## src/rtl/pe_out_collector_pkg.sv

```systemverilog
// pe_out_collector_pkg: shared configuration, types and helpers for the PE output collector.
//   DBITS/HALF  : width of the carry-save word and of each half (carry upper, sum lower)
//   OUT_W       : signed result width delivered to the consumer
//   DEPTH       : result FIFO entries (power of two, >= 2)
//   ROWS        : results per tile; the ROWS-th result of a tile is tagged last
//   entry_t     : FIFO entry {data, last}
//   round_clip  : round-half-up arithmetic right shift followed by clip to OUT_W
// Optional feature macro: COLLECT_SAT_EN (saturate instead of wrap when narrowing to OUT_W).
package pe_out_collector_pkg;

    localparam int unsigned DBITS   = 38;
    localparam int unsigned HALF    = DBITS / 2;
    localparam int unsigned OUT_W   = 8;
    localparam int unsigned DEPTH   = 4;
    localparam int unsigned ROWS    = 4;
    localparam int unsigned SHIFT_W = 4;
    localparam int unsigned LVL_W   = $clog2(DEPTH + 1);
    localparam int unsigned CNT_W   = (ROWS > 1) ? $clog2(ROWS) : 1;

    typedef logic phase_t;

    typedef struct packed {
        logic signed [OUT_W-1:0] data;
        logic                    last;
    } entry_t;

    // Rounding works in HALF+1 bits so adding the half-LSB bias can never wrap.
    function automatic logic signed [OUT_W-1:0] round_clip(input logic signed [HALF-1:0] v,
                                                           input logic [SHIFT_W-1:0]     shift);
        logic signed [HALF:0] ext;
        logic signed [HALF:0] bias;
        logic signed [HALF:0] r;
`ifdef COLLECT_SAT_EN
        logic signed [HALF:0] hi;
        logic signed [HALF:0] lo;
`endif
        ext  = {v[HALF-1], v};
        bias = '0;
        if (shift != '0) begin
            bias = (HALF+1)'(1) << (shift - 1'b1);
        end
        r = (ext + bias) >>> shift;
`ifdef COLLECT_SAT_EN
        hi = (HALF+1)'((2 ** (OUT_W - 1)) - 1);
        lo = ~hi;
        if (r > hi) begin
            return hi[OUT_W-1:0];
        end else if (r < lo) begin
            return lo[OUT_W-1:0];
        end
        return r[OUT_W-1:0];
`else
        return r[OUT_W-1:0];
`endif
    endfunction

endpackage

```

## src/rtl/pe_out_collector_if.sv

```systemverilog
// pe_out_collector_if: PE-side input stream and consumer-side output stream of the collector.
//   in_c/in_shift/in_propagate/in_valid : registered column outputs (no backpressure)
//   out_data/out_last/out_valid/out_ready : ready/valid result stream (FIFO head)
//   ovf/level : sticky drop flag and FIFO occupancy
//   modport slave  : the collector
//   modport master : the array/consumer environment
interface pe_out_collector_if;
    import pe_out_collector_pkg::*;

    logic [DBITS-1:0]        in_c;
    logic [SHIFT_W-1:0]      in_shift;
    logic                    in_propagate;
    logic                    in_valid;
    logic signed [OUT_W-1:0] out_data;
    logic                    out_last;
    logic                    out_valid;
    logic                    out_ready;
    logic                    ovf;
    logic [LVL_W-1:0]        level;

    modport slave (
        input  in_c, in_shift, in_propagate, in_valid, out_ready,
        output out_data, out_last, out_valid, ovf, level
    );

    modport master (
        output in_c, in_shift, in_propagate, in_valid, out_ready,
        input  out_data, out_last, out_valid, ovf, level
    );

endinterface

```

## src/rtl/pe_collect_fifo.sv

```systemverilog
// pe_collect_fifo: synchronous FIFO of entry_t, Depth entries (power of two).
//   clk_i/rst_ni : clock, asynchronous active-low reset
//   push_i/wdata_i : write request (ignored when full unless a pop happens the same cycle)
//   pop_i/rdata_o  : read request / head entry (zero while empty)
//   full_o/empty_o/level_o : status
module pe_collect_fifo
    import pe_out_collector_pkg::*;
#(
    parameter int unsigned Depth = DEPTH
) (
    input  logic                         clk_i,
    input  logic                         rst_ni,
    input  logic                         push_i,
    input  entry_t                       wdata_i,
    input  logic                         pop_i,
    output entry_t                       rdata_o,
    output logic                         full_o,
    output logic                         empty_o,
    output logic [$clog2(Depth+1)-1:0]   level_o
);
    localparam int unsigned AW = $clog2(Depth);
    localparam int unsigned LW = $clog2(Depth + 1);

    entry_t          mem_q [Depth];
    logic [AW-1:0]   wptr_q, wptr_d;
    logic [AW-1:0]   rptr_q, rptr_d;
    logic [LW-1:0]   count_q, count_d;
    logic            do_push, do_pop;

    assign full_o  = (count_q == LW'(Depth));
    assign empty_o = (count_q == '0);
    assign level_o = count_q;
    // Head is forced to zero when empty so stale entries never show.
    assign rdata_o = empty_o ? '0 : mem_q[rptr_q];

    assign do_pop  = pop_i & ~empty_o;
    assign do_push = push_i & (~full_o | do_pop);

    always_comb begin
        wptr_d  = wptr_q;
        rptr_d  = rptr_q;
        count_d = count_q;
        if (do_push) begin
            wptr_d = wptr_q + 1'b1;
        end
        if (do_pop) begin
            rptr_d = rptr_q + 1'b1;
        end
        count_d = count_q + LW'(do_push) - LW'(do_pop);
    end

    always_ff @(posedge clk_i or negedge rst_ni) begin
        if (!rst_ni) begin
            wptr_q  <= '0;
            rptr_q  <= '0;
            count_q <= '0;
        end else begin
            wptr_q  <= wptr_d;
            rptr_q  <= rptr_d;
            count_q <= count_d;
        end
    end

    always_ff @(posedge clk_i) begin
        if (do_push) begin
            mem_q[wptr_q] <= wdata_i;
        end
    end

endmodule

```

## src/rtl/pe_out_collector.sv

```systemverilog
// pe_out_collector: receives the registered output stream of a systolic column, resolves the
// carry-save word, rounds/shifts/clips, tags tile boundaries and buffers results in a FIFO.
//   CLK/RST_N : clock, asynchronous active-low reset
//   bus       : pe_out_collector_if.slave (input stream, output stream, ovf, level)
// Pipeline: S1 resolves sum+carry, S2 rounds/clips and tags last, FIFO write at end of S2,
// giving 3 cycles from in_valid to out_valid. The PE side cannot be stalled; a result arriving
// at a full FIFO with no pop is dropped and ovf sticks until reset.
// Optional feature macro: COLLECT_SAT_EN (saturating clip; otherwise two's-complement wrap).
module pe_out_collector
    import pe_out_collector_pkg::*;
(
    input logic               CLK,
    input logic               RST_N,
    pe_out_collector_if.slave bus
);
    logic                   s1_valid_q, s1_valid_d;
    logic signed [HALF-1:0] s1_v_q, s1_v_d;
    logic [SHIFT_W-1:0]     s1_shift_q, s1_shift_d;
    phase_t                 s1_phase_q, s1_phase_d;
    logic                   s2_valid_q, s2_valid_d;
    entry_t                 s2_entry_q, s2_entry_d;
    logic [CNT_W-1:0]       cnt_q, cnt_d;
    phase_t                 phase_q, phase_d;
    logic                   ovf_q, ovf_d;

    logic [CNT_W-1:0]       cnt_eff;
    logic                   fifo_full, fifo_empty;
    logic                   push, pop;
    entry_t                 head;

    // S1: carry-save resolve, mod 2^HALF.
    always_comb begin
        s1_valid_d = bus.in_valid;
        s1_v_d     = s1_v_q;
        s1_shift_d = s1_shift_q;
        s1_phase_d = s1_phase_q;
        if (bus.in_valid) begin
            s1_v_d     = bus.in_c[HALF-1:0] + bus.in_c[DBITS-1:HALF];
            s1_shift_d = bus.in_shift;
            s1_phase_d = bus.in_propagate;
        end
    end

    // S2: round/clip and tile tagging. A phase change starts a new tile at this result.
    always_comb begin
        cnt_eff    = (s1_phase_q != phase_q) ? '0 : cnt_q;
        s2_valid_d = s1_valid_q;
        s2_entry_d = s2_entry_q;
        cnt_d      = cnt_q;
        phase_d    = phase_q;
        if (s1_valid_q) begin
            s2_entry_d.data = round_clip(s1_v_q, s1_shift_q);
            s2_entry_d.last = (cnt_eff == CNT_W'(ROWS - 1));
            cnt_d           = s2_entry_d.last ? '0 : cnt_eff + 1'b1;
            phase_d         = s1_phase_q;
        end
    end

    assign pop  = ~fifo_empty & bus.out_ready;
    assign push = s2_valid_q & (~fifo_full | pop);

    always_comb begin
        ovf_d = ovf_q | (s2_valid_q & fifo_full & ~pop);
    end

    always_ff @(posedge CLK or negedge RST_N) begin
        if (!RST_N) begin
            s1_valid_q <= 1'b0;
            s1_v_q     <= '0;
            s1_shift_q <= '0;
            s1_phase_q <= 1'b0;
            s2_valid_q <= 1'b0;
            s2_entry_q <= '0;
            cnt_q      <= '0;
            phase_q    <= 1'b0;
            ovf_q      <= 1'b0;
        end else begin
            s1_valid_q <= s1_valid_d;
            s1_v_q     <= s1_v_d;
            s1_shift_q <= s1_shift_d;
            s1_phase_q <= s1_phase_d;
            s2_valid_q <= s2_valid_d;
            s2_entry_q <= s2_entry_d;
            cnt_q      <= cnt_d;
            phase_q    <= phase_d;
            ovf_q      <= ovf_d;
        end
    end

    pe_collect_fifo #(
        .Depth (DEPTH)
    ) u_fifo (
        .clk_i   (CLK),
        .rst_ni  (RST_N),
        .push_i  (push),
        .wdata_i (s2_entry_q),
        .pop_i   (pop),
        .rdata_o (head),
        .full_o  (fifo_full),
        .empty_o (fifo_empty),
        .level_o (bus.level)
    );

    always_comb begin
        bus.out_valid = ~fifo_empty;
        bus.out_data  = head.data;
        bus.out_last  = head.last;
        bus.ovf       = ovf_q;
    end

endmodule

```

## src/flat_wrapper.sv

```systemverilog
// flat-port wrapper written by rule: the top's interface ports become plain ports
module pe_out_collector_flat import pe_out_collector_pkg::*;
  (CLK, RST_N, bus_in_c, bus_in_shift, bus_in_propagate, bus_in_valid, bus_out_ready, bus_out_data, bus_out_last, bus_out_valid, bus_ovf, bus_level);
  pe_out_collector_if bus_i ();
  input logic CLK;
  input logic RST_N;
  input wire logic [$bits(bus_i.in_c)-1:0] bus_in_c;
  input wire logic [$bits(bus_i.in_shift)-1:0] bus_in_shift;
  input wire logic [$bits(bus_i.in_propagate)-1:0] bus_in_propagate;
  input wire logic [$bits(bus_i.in_valid)-1:0] bus_in_valid;
  input wire logic [$bits(bus_i.out_ready)-1:0] bus_out_ready;
  output wire logic [$bits(bus_i.out_data)-1:0] bus_out_data;
  output wire logic [$bits(bus_i.out_last)-1:0] bus_out_last;
  output wire logic [$bits(bus_i.out_valid)-1:0] bus_out_valid;
  output wire logic [$bits(bus_i.ovf)-1:0] bus_ovf;
  output wire logic [$bits(bus_i.level)-1:0] bus_level;
  assign bus_i.in_c = bus_in_c;
  assign bus_i.in_shift = bus_in_shift;
  assign bus_i.in_propagate = bus_in_propagate;
  assign bus_i.in_valid = bus_in_valid;
  assign bus_i.out_ready = bus_out_ready;
  assign bus_out_data = bus_i.out_data;
  assign bus_out_last = bus_i.out_last;
  assign bus_out_valid = bus_i.out_valid;
  assign bus_ovf = bus_i.ovf;
  assign bus_level = bus_i.level;
  pe_out_collector u_core (.CLK(CLK), .RST_N(RST_N), .bus(bus_i));
endmodule
```

## config.mk

```make
export PLATFORM = sky130hd
export DESIGN_NAME = pe_out_collector_flat
export DESIGN_NICKNAME = d
export VERILOG_FILES = /design/src/rtl/pe_out_collector_pkg.sv /design/src/rtl/pe_out_collector_if.sv /design/src/rtl/pe_collect_fifo.sv /design/src/rtl/pe_out_collector.sv /design/src/flat_wrapper.sv
export SDC_FILE = /design/constraint.sdc
export NUM_CORES = 1
export LEC_CHECK = 0
export ABC_CLOCK_PERIOD_IN_PS = 10050
export CELL_PAD_IN_SITES_DETAIL_PLACEMENT = 1
export CELL_PAD_IN_SITES_GLOBAL_PLACEMENT = 1
export CORE_MARGIN = 1
export CORE_UTILIZATION = 51
export CTS_BUF_LIST = sky130_fd_sc_hd__clkbuf_4
export DETAILED_ROUTE_END_ITERATION = 8
export HOLD_SLACK_MARGIN = 0.08
export PLACE_DENSITY = 0.95
export SKIP_CTS_REPAIR_TIMING = 1
export SYNTH_ARGS = -nofsm -noshare
export SYNTH_HDL_FRONTEND = slang
export SYNTH_SLANG_ARGS = --single-unit
```

## constraint.sdc

```tcl
create_clock -name CLK -period 10.05 [get_ports CLK]
set_input_delay 2.01 -clock CLK [delete_from_list [all_inputs] [get_ports CLK]]
set_output_delay 2.01 -clock CLK [all_outputs]
set_load 0.02 [all_outputs]
```

# Word-level counts from Yosys, hierarchy flattened
# Memory sizes are Yosys's and may differ from the RTL's.
# Cells that the tools add are included.
op_classes:
  addsub: 8
  mul: 0
  muxes: 7
  reduce_logical: 2
  shifts: 2
  magnitude_cmp: 0
  n_bitwise: 12
  n_div: 0
  n_eq_ne: 3
ops:
  columns: ["op", "n"]
  rows:
  - ["20-bit 2-to-1 mux", 2]
  - ["19-bit by 20-bit adder with 20-bit output", 1]
  - ["1-bit by 4-bit left shift with 20-bit output (first input constant)", 1]
  - ["20-bit by 4-bit >>> shifter with 8-bit output", 1]
  - ["19-bit adder", 1]
  - ["9-bit 2-to-1 mux", 1]
  - ["2-bit by 1-bit adder with 2-bit output (second input constant)", 3]
  - ["1-bit bitwise AND", 6]
  - ["2-bit 2-to-1 mux", 2]
  - ["4-bit nonzero test", 1]
  - ["4-bit by 1-bit subtractor with 4-bit output (second input constant)", 1]
  - ["3-bit by 1-bit adder with 3-bit output", 1]
  - ["3-bit == test (second input constant)", 1]
  - ["3-bit logical NOT", 1]
  - ["1-bit inverter", 3]
  - ["1-bit OR", 3]
  - ["3-bit by 1-bit subtractor with 3-bit output", 1]
  - ["2-bit == test (second input constant)", 1]
  - ["1-bit 2-to-1 mux", 2]
  - ["1-bit inequality test", 1]
totals:
  mem_bits_ro: 0
  mem_count: 1
  mem_bits_rw: 36
  out_inout_bits: 14
  elab_cells: 48
  reg_bits: 46
  latchBits: 0
  input_bits: 47
mem_list:
  columns: ["name", "depth", "width", "read_ports", "rd_ports_with_merged_regs", "write_ports", "line", "text"]
  rows:
  - ["u_core.u_fifo.mem_q", 4, 9, 1, 0, 1, "pe_collect_fifo.sv:24", "entry_t mem_q [Depth];"]

# Logic depth before layout (Yosys ltp)
depth:
  word_depth: 8
  ltp_mapped: 14
  mapped_depth_nobuf: 13

# Hierarchy
# From an unflattened synthesis, not the netlist that was laid out.
hier_totals:
  cells_unflattened: 660
  area_unflattened_um2: 6283.5
by_module_without_submodules:
  columns: ["mod", "instances", "cells_per_inst", "area_per_inst_um2"]
  rows:
  - ["pe_out_collector", 1, 567, 4500.6]
  - ["pe_collect_fifo", 1, 93, 1783.0]

# Worst setup path after synthesis
# Ideal clock, no wire load.
synth_timing:
  kind: "input -> register"
  from: "input port bus_in_c[0]"
  to: "register u_core.s1_v_q[18]"
  required_time_ns: 9.985
  n_path_buf: 0
  arrival_ns: 4.074
  path_stages: 11
  slack_ns: 5.911
  path_cell_list: "ha_1 > inv_1 > fa_1 > nor2b_1 > o21ai_0 > a21boi_0 > o2111a_1 > o31ai_1 > a211oi_1 > a21bo_2 > a31o_2"
synth_via:
  elab_chain_cells: 1
synth_rtl:
  columns: ["item", "line", "text"]
  rows:
  - ["from (decl)", "flat_wrapper.sv:7", "input wire logic [$bits(bus_i.in_c)-1:0] bus_in_c;"]
  - ["19-bit adder", "pe_out_collector.sv:38", "s1_v_d = bus.in_c[HALF-1:0] + bus.in_c[DBITS-1:HALF];"]
  - ["to (signal assigned)", "pe_out_collector.sv:79", "s1_v_q <= s1_v_d;"]
  - ["to (decl)", "pe_out_collector.sv:17", "logic signed [HALF-1:0] s1_v_q, s1_v_d;"]
# Every way passes these cells.
# A chain may end at the register's enable or synchronous reset.

# Final worst setup path
layout_timing:
  from: "register u_core.s1_shift_q[1]"
  to: "register u_core.s2_entry_q[4] in the netlist's numbering"
layout_via:
  elab_chain_cells: 6
  elab_cells_between_ends: 7
  classes_between: "add/sub: 2; shift: 2; mux: 2; reduce/logical: 1"
layout_rtl:
  columns: ["item", "line", "text"]
  rows:
  - ["from (decl)", "pe_out_collector.sv:18", "logic [SHIFT_W-1:0] s1_shift_q, s1_shift_d;"]
  - ["from (signal assigned)", "pe_out_collector.sv:80", "s1_shift_q <= s1_shift_d;"]
  - ["4-bit by 1-bit subtractor with 4-bit output", "pe_out_collector_pkg.sv:40", "bias = (HALF+1)'(1) << (shift - 1'b1);"]
  - ["1-bit by 4-bit left shift with 20-bit output", "pe_out_collector_pkg.sv:40", null]
  - ["20-bit 2-to-1 mux", "pe_out_collector_pkg.sv:39", "if (shift != '0) begin"]
  - ["20-bit 2-to-1 mux", "pe_out_collector.sv:51", "if (s1_valid_q) begin"]
  - ["19-bit by 20-bit adder with 20-bit output", "pe_out_collector_pkg.sv:42", "r = (ext + bias) >>> shift;"]
  - ["20-bit by 4-bit >>> shifter with 8-bit output (*)", "pe_out_collector_pkg.sv:42", null]
  - ["to (signal assigned)", "pe_out_collector.sv:83", "s2_entry_q <= s2_entry_d;"]
  - ["to (decl)", "pe_out_collector.sv:21", "entry_t s2_entry_q, s2_entry_d;"]
# Every way passes the cells marked *; elsewhere a longest branch is shown, timed or not. The select of a mux whose other input is x is not followed.

==> metrics.md <==
| Metric | Value |
|---|---|
| Io pins | 61 |
| Clk sinks | 82 |
| Routed vias | 4855 |
| Post-Place Worst Slack | between 4 and 5 ns |
| Hold crit path type | register to register |
| Mapped Nets | roughly 670 |
| LEAKAGE | 0.00279 uW |
| GP Congestion | just over 0.9 |
| YS warnings | 0 |
| Placed cell count | 760 |
| Vias in the first global route | around 5200 |
| Endpoints failing hold | 0 |
| Crit path top cell by count | nor2_1 |
| R2R depth | 13 |
| Synth area leader | dfrtp_1 |
| Seq/Total Area, Yosys | 0.372 |
| DR pass1 iterations | 5 |
| Clock Skew | roughly 0.022 ns |
| Setup slack, reg-to-reg | 5.21 ns |
| CTS max path bufs | 2 |
| CP cell instances | clkinv_1 > nand2_1 > nor2_1 > ha_1 > fa_1 > a21o_1 > a221oi_4 > nor2_1 > xnor2_1 > mux4_2 > mux2_4 > o2bb2ai_2 > a41oi_2 |
| Finish-stage setup viols | 0 |
| Top cells by count, synth | nor2_1 (49), dfrtp_1 (46), ha_1 (41) |
| Die area | approximately 12000 um^2 |
| Primary FF master, synth | dfrtp_1 |
| Unrepaired setup endpoints after global routing | false |
| Worst R2R Start | u_core.s1_shift_q[1] |
| Initial Util | 0.525 |
| Post-synth top area share | 0.192 |
| HPWL after DPL | ~12000 um |
| Die width | 110 um |
| Global-route wire length before repair | around 26000 um |
| Most common cell in the netlist | nor2_1 |
| Pwr Total | 1490 uW |
| Routed wl met2 | roughly 8500 um |
| Max layer used | met4 |
| DR iter-0 viols | approximately 220 |
| FP Rows | 39 |
| Fmax | 207 MHz |
| Clock power share | 0.175 |
| Power Dens Cells | 217 nW/um^2 |
| Critical path class | register to register |
| Chip Height | around 110 um |
| Status | completed |
| Combinational group share of total power | 0.459 |
| HP Start | u_core.bus.ovf |
| Largest net degree at the start of global routing | between 40 and 50 |
| WL final | about 16000 um |
| Hold depth | 1 |
| Least-Margin Pin Slew | 1.06 ns |
| Slew Viols, Final | 0 |
| Maximum VDD drop | approximately 160 uV |
| Crit path largest cell delay | approximately 0.9 ns |
| Reg2reg end | u_core.s2_entry_q[4] |
| Layout Nets | 719 |
| Core ar. | approximately 11000 um^2 |
| Yosys cell types | between 70 and 80 |
| Internal power | approximately 910 uW |
| WP data arrival | around 5.2 ns |
| Syn_area_per_cell | 10.4 um^2 |
| Wire per inst | ~20 um |
| Max-slew headroom | 0.293 |
| Total grt overflow | 0 |
| Synth async-reset ratio | 0.561 |
| Initial antenna violation count | 0 |
| CTS tree | yes |
| Hold WS | about 0.51 ns |
| Crit path time final | just under 5 ns |
| IO Port Bufs | 60 |
| Post-synth EDFFs | 36 |
| Final std cells w/o fill | ~780 |
| Synth Instances | 578 |
| Crit path buf inv count | 1 |
| Crit path max-delay family | compound AO/OA/AOI/OAI gates |
| Sequential power share | 0.366 |
| # DRC | 0 |
| Post-Syn Area | roughly 6000 um^2 |
| Root Driver | clkbuf_4 |
| Net Sw Power | just under 600 uW |
| Post-route setup slack | 5.21 ns |
| Final period util | 0.481 |
| GR Util All Layers | 0.268 |
| Reg clk slew, reported paths | about 0.14 ns |
| CTS buffer count | 9 |
| Area grow syn2layout | 14.6% |
| Critical path startpoint category | register |
| Worst-Skew Late Latency | about 0.47 ns |
| Final setup TNS | 0 ns |
| WHS Endpoint | u_core.bus.ovf |
| Switching share of power | 0.391 |
| Met1 wire length | between 6000 and 7000 um |
| Vias/cell | roughly 6.3 |
| Layout cells sized above 1 | 0.120 |
| CP Capture Type | register |
| Critical-path maximum fanout | 22 |
| CP required | 10.43 ns |
| Slowest stage cell, crit path | dfrtp_1 |
| N_diodes | 0 |
| Max-cap viol count | 0 |
| Met3 wire length | between 600 and 700 um |
| Antenna viol nets, final | 0 |
| Synthesized flop and latch total | a little over 80 |
| Area contributors post-synth | dfrtp_1 (19%), edfxtp_1 (18%), ha_1 (8.6%) |
| H-tree depth | 3 |
==> worst max path at each step <==
stage / to / cells past startpoint / slack (ns) / start
3_3_place_gp: u_core.s1_v_q[18] / 12 / 5.14 / bus_in_c[0]
2_1_floorplan: u_core.s1_v_q[18] / 11 / 5.91 / bus_in_c[0]
5_1_grt: u_core.s2_entry_q[4] / 13 / 4.93 / u_core.s1_shift_q[1]
6_report: u_core.s2_entry_q[4] / 13 / 5.21 / u_core.s1_shift_q[1]
4_1_cts: u_core.s2_entry_q[4] / 13 / 5.24 / u_core.s1_shift_q[1]
3_5_place_dp: u_core.s1_v_q[16] / 12 / 4.96 / bus_in_c[19]
==> worst reg2reg max path: stages (launching register included) <==
cell and delay [ns]:
dfrtp_1 0.88, clkinv_1 0.72, nand2_1 0.39, nor2_1 0.07, ha_1 0.24, fa_1 0.41
a21o_1 0.24, a221oi_4 0.38, nor2_1 0.12, xnor2_1 0.19, mux4_2 0.51, mux2_4 0.28
o2bb2ai_2 0.13, a41oi_2 0.20
==> cells in the final DEF, fill, tap and decap left out, types with 7 or more instances in the layout <==
| cell | n |
|---|---|
| dfrtp_1 | 46 |
| a21oi_1 | 23 |
| edfxtp_1 | 36 |
| o22ai_1 | 7 |
| nand2_1 | 28 |
| nor3_1 | 15 |
| o211ai_1 | 7 |
| o21ai_0 | 22 |
| mux2i_1 | 16 |
| ha_1 | 41 |
| clkdlybuf4s50_1 | 59 |
| nand3_1 | 13 |
| and2_1 | 22 |
| mux4_2 | 13 |
| a31oi_1 | 8 |
| xnor2_1 | 25 |
| inv_1 | 26 |
| clkbuf_4 | 9 |
| mux2_2 | 22 |
| nor2_1 | 49 |
| xor2_1 | 9 |
| o21a_1 | 8 |
| a21o_1 | 15 |
==> layout make-up <==
cell class                 instances  area [um^2]
clock buffer                       9         67.6
multi-input combinational        446         3560
inverter                          27          101
timing repair buffer              62          611
tap                              143          179
clock inverter                     7          124
sequential                        82         2230
fill                            1268         4540
==> power groups by stage <==
stage	Sequential (uW)	Combinational, uW	Clock [uW]
after global placement	538	640	0
after floorplan	509	484	0
final	545	684	260
after CTS	548	687	262
after global routing	559	739	275
after detailed placement	553	680	0
==> cells by family (layout without fill, tap and decap cells) <==
family | count (synthesis) | in the layout | share of synthesized area
adders and majority gates | 44 | 44 | 0.0956
other | 1 | 1 | 0.000625
xor gates and xnor gates | 34 | 34 | 0.0497
DFF | 82 | 82 | 0.372
and+or+nand+nor | 154 | 154 | 0.125
AOI/OAI and AO/OA | 161 | 161 | 0.203
buffers and inverters | 50 | 105 | 0.0340
muxes | 52 | 52 | 0.119
==> layer usage <==
layer  vias to the layer above  track usage
li1                       2281            -
met1                      2373        0.302
met2                       159        0.504
met3                        42       0.0373
met4                         0        0.105
met5                         -            0
==> flip-flops by register name, indices dropped and copies added (netlist names) <==
register and count:
u_core.phase_q 1, u_core.s1_valid_q 1, u_core.u_fifo.rptr_q 2, u_core.s2_entry_q 9, u_core.cnt_q 2, u_core.s1_shift_q 4
u_core.u_fifo.mem_q 36, u_core.bus.ovf 1, u_core.s1_phase_q 1, u_core.s1_v_q 19, u_core.s2_valid_q 1, u_core.u_fifo.wptr_q 2
u_core.u_fifo.level_o 3
==> through the flow <==
step,util,instance area [um^2]
2_1_floorplan,-,6000
3_3_place_gp,0.585,6680
3_5_place_dp,0.585,6680
4_1_cts,0.602,6870
5_1_grt,0.602,6870
6_report,0.602,6870
Power figures use the tool's default switching activity.
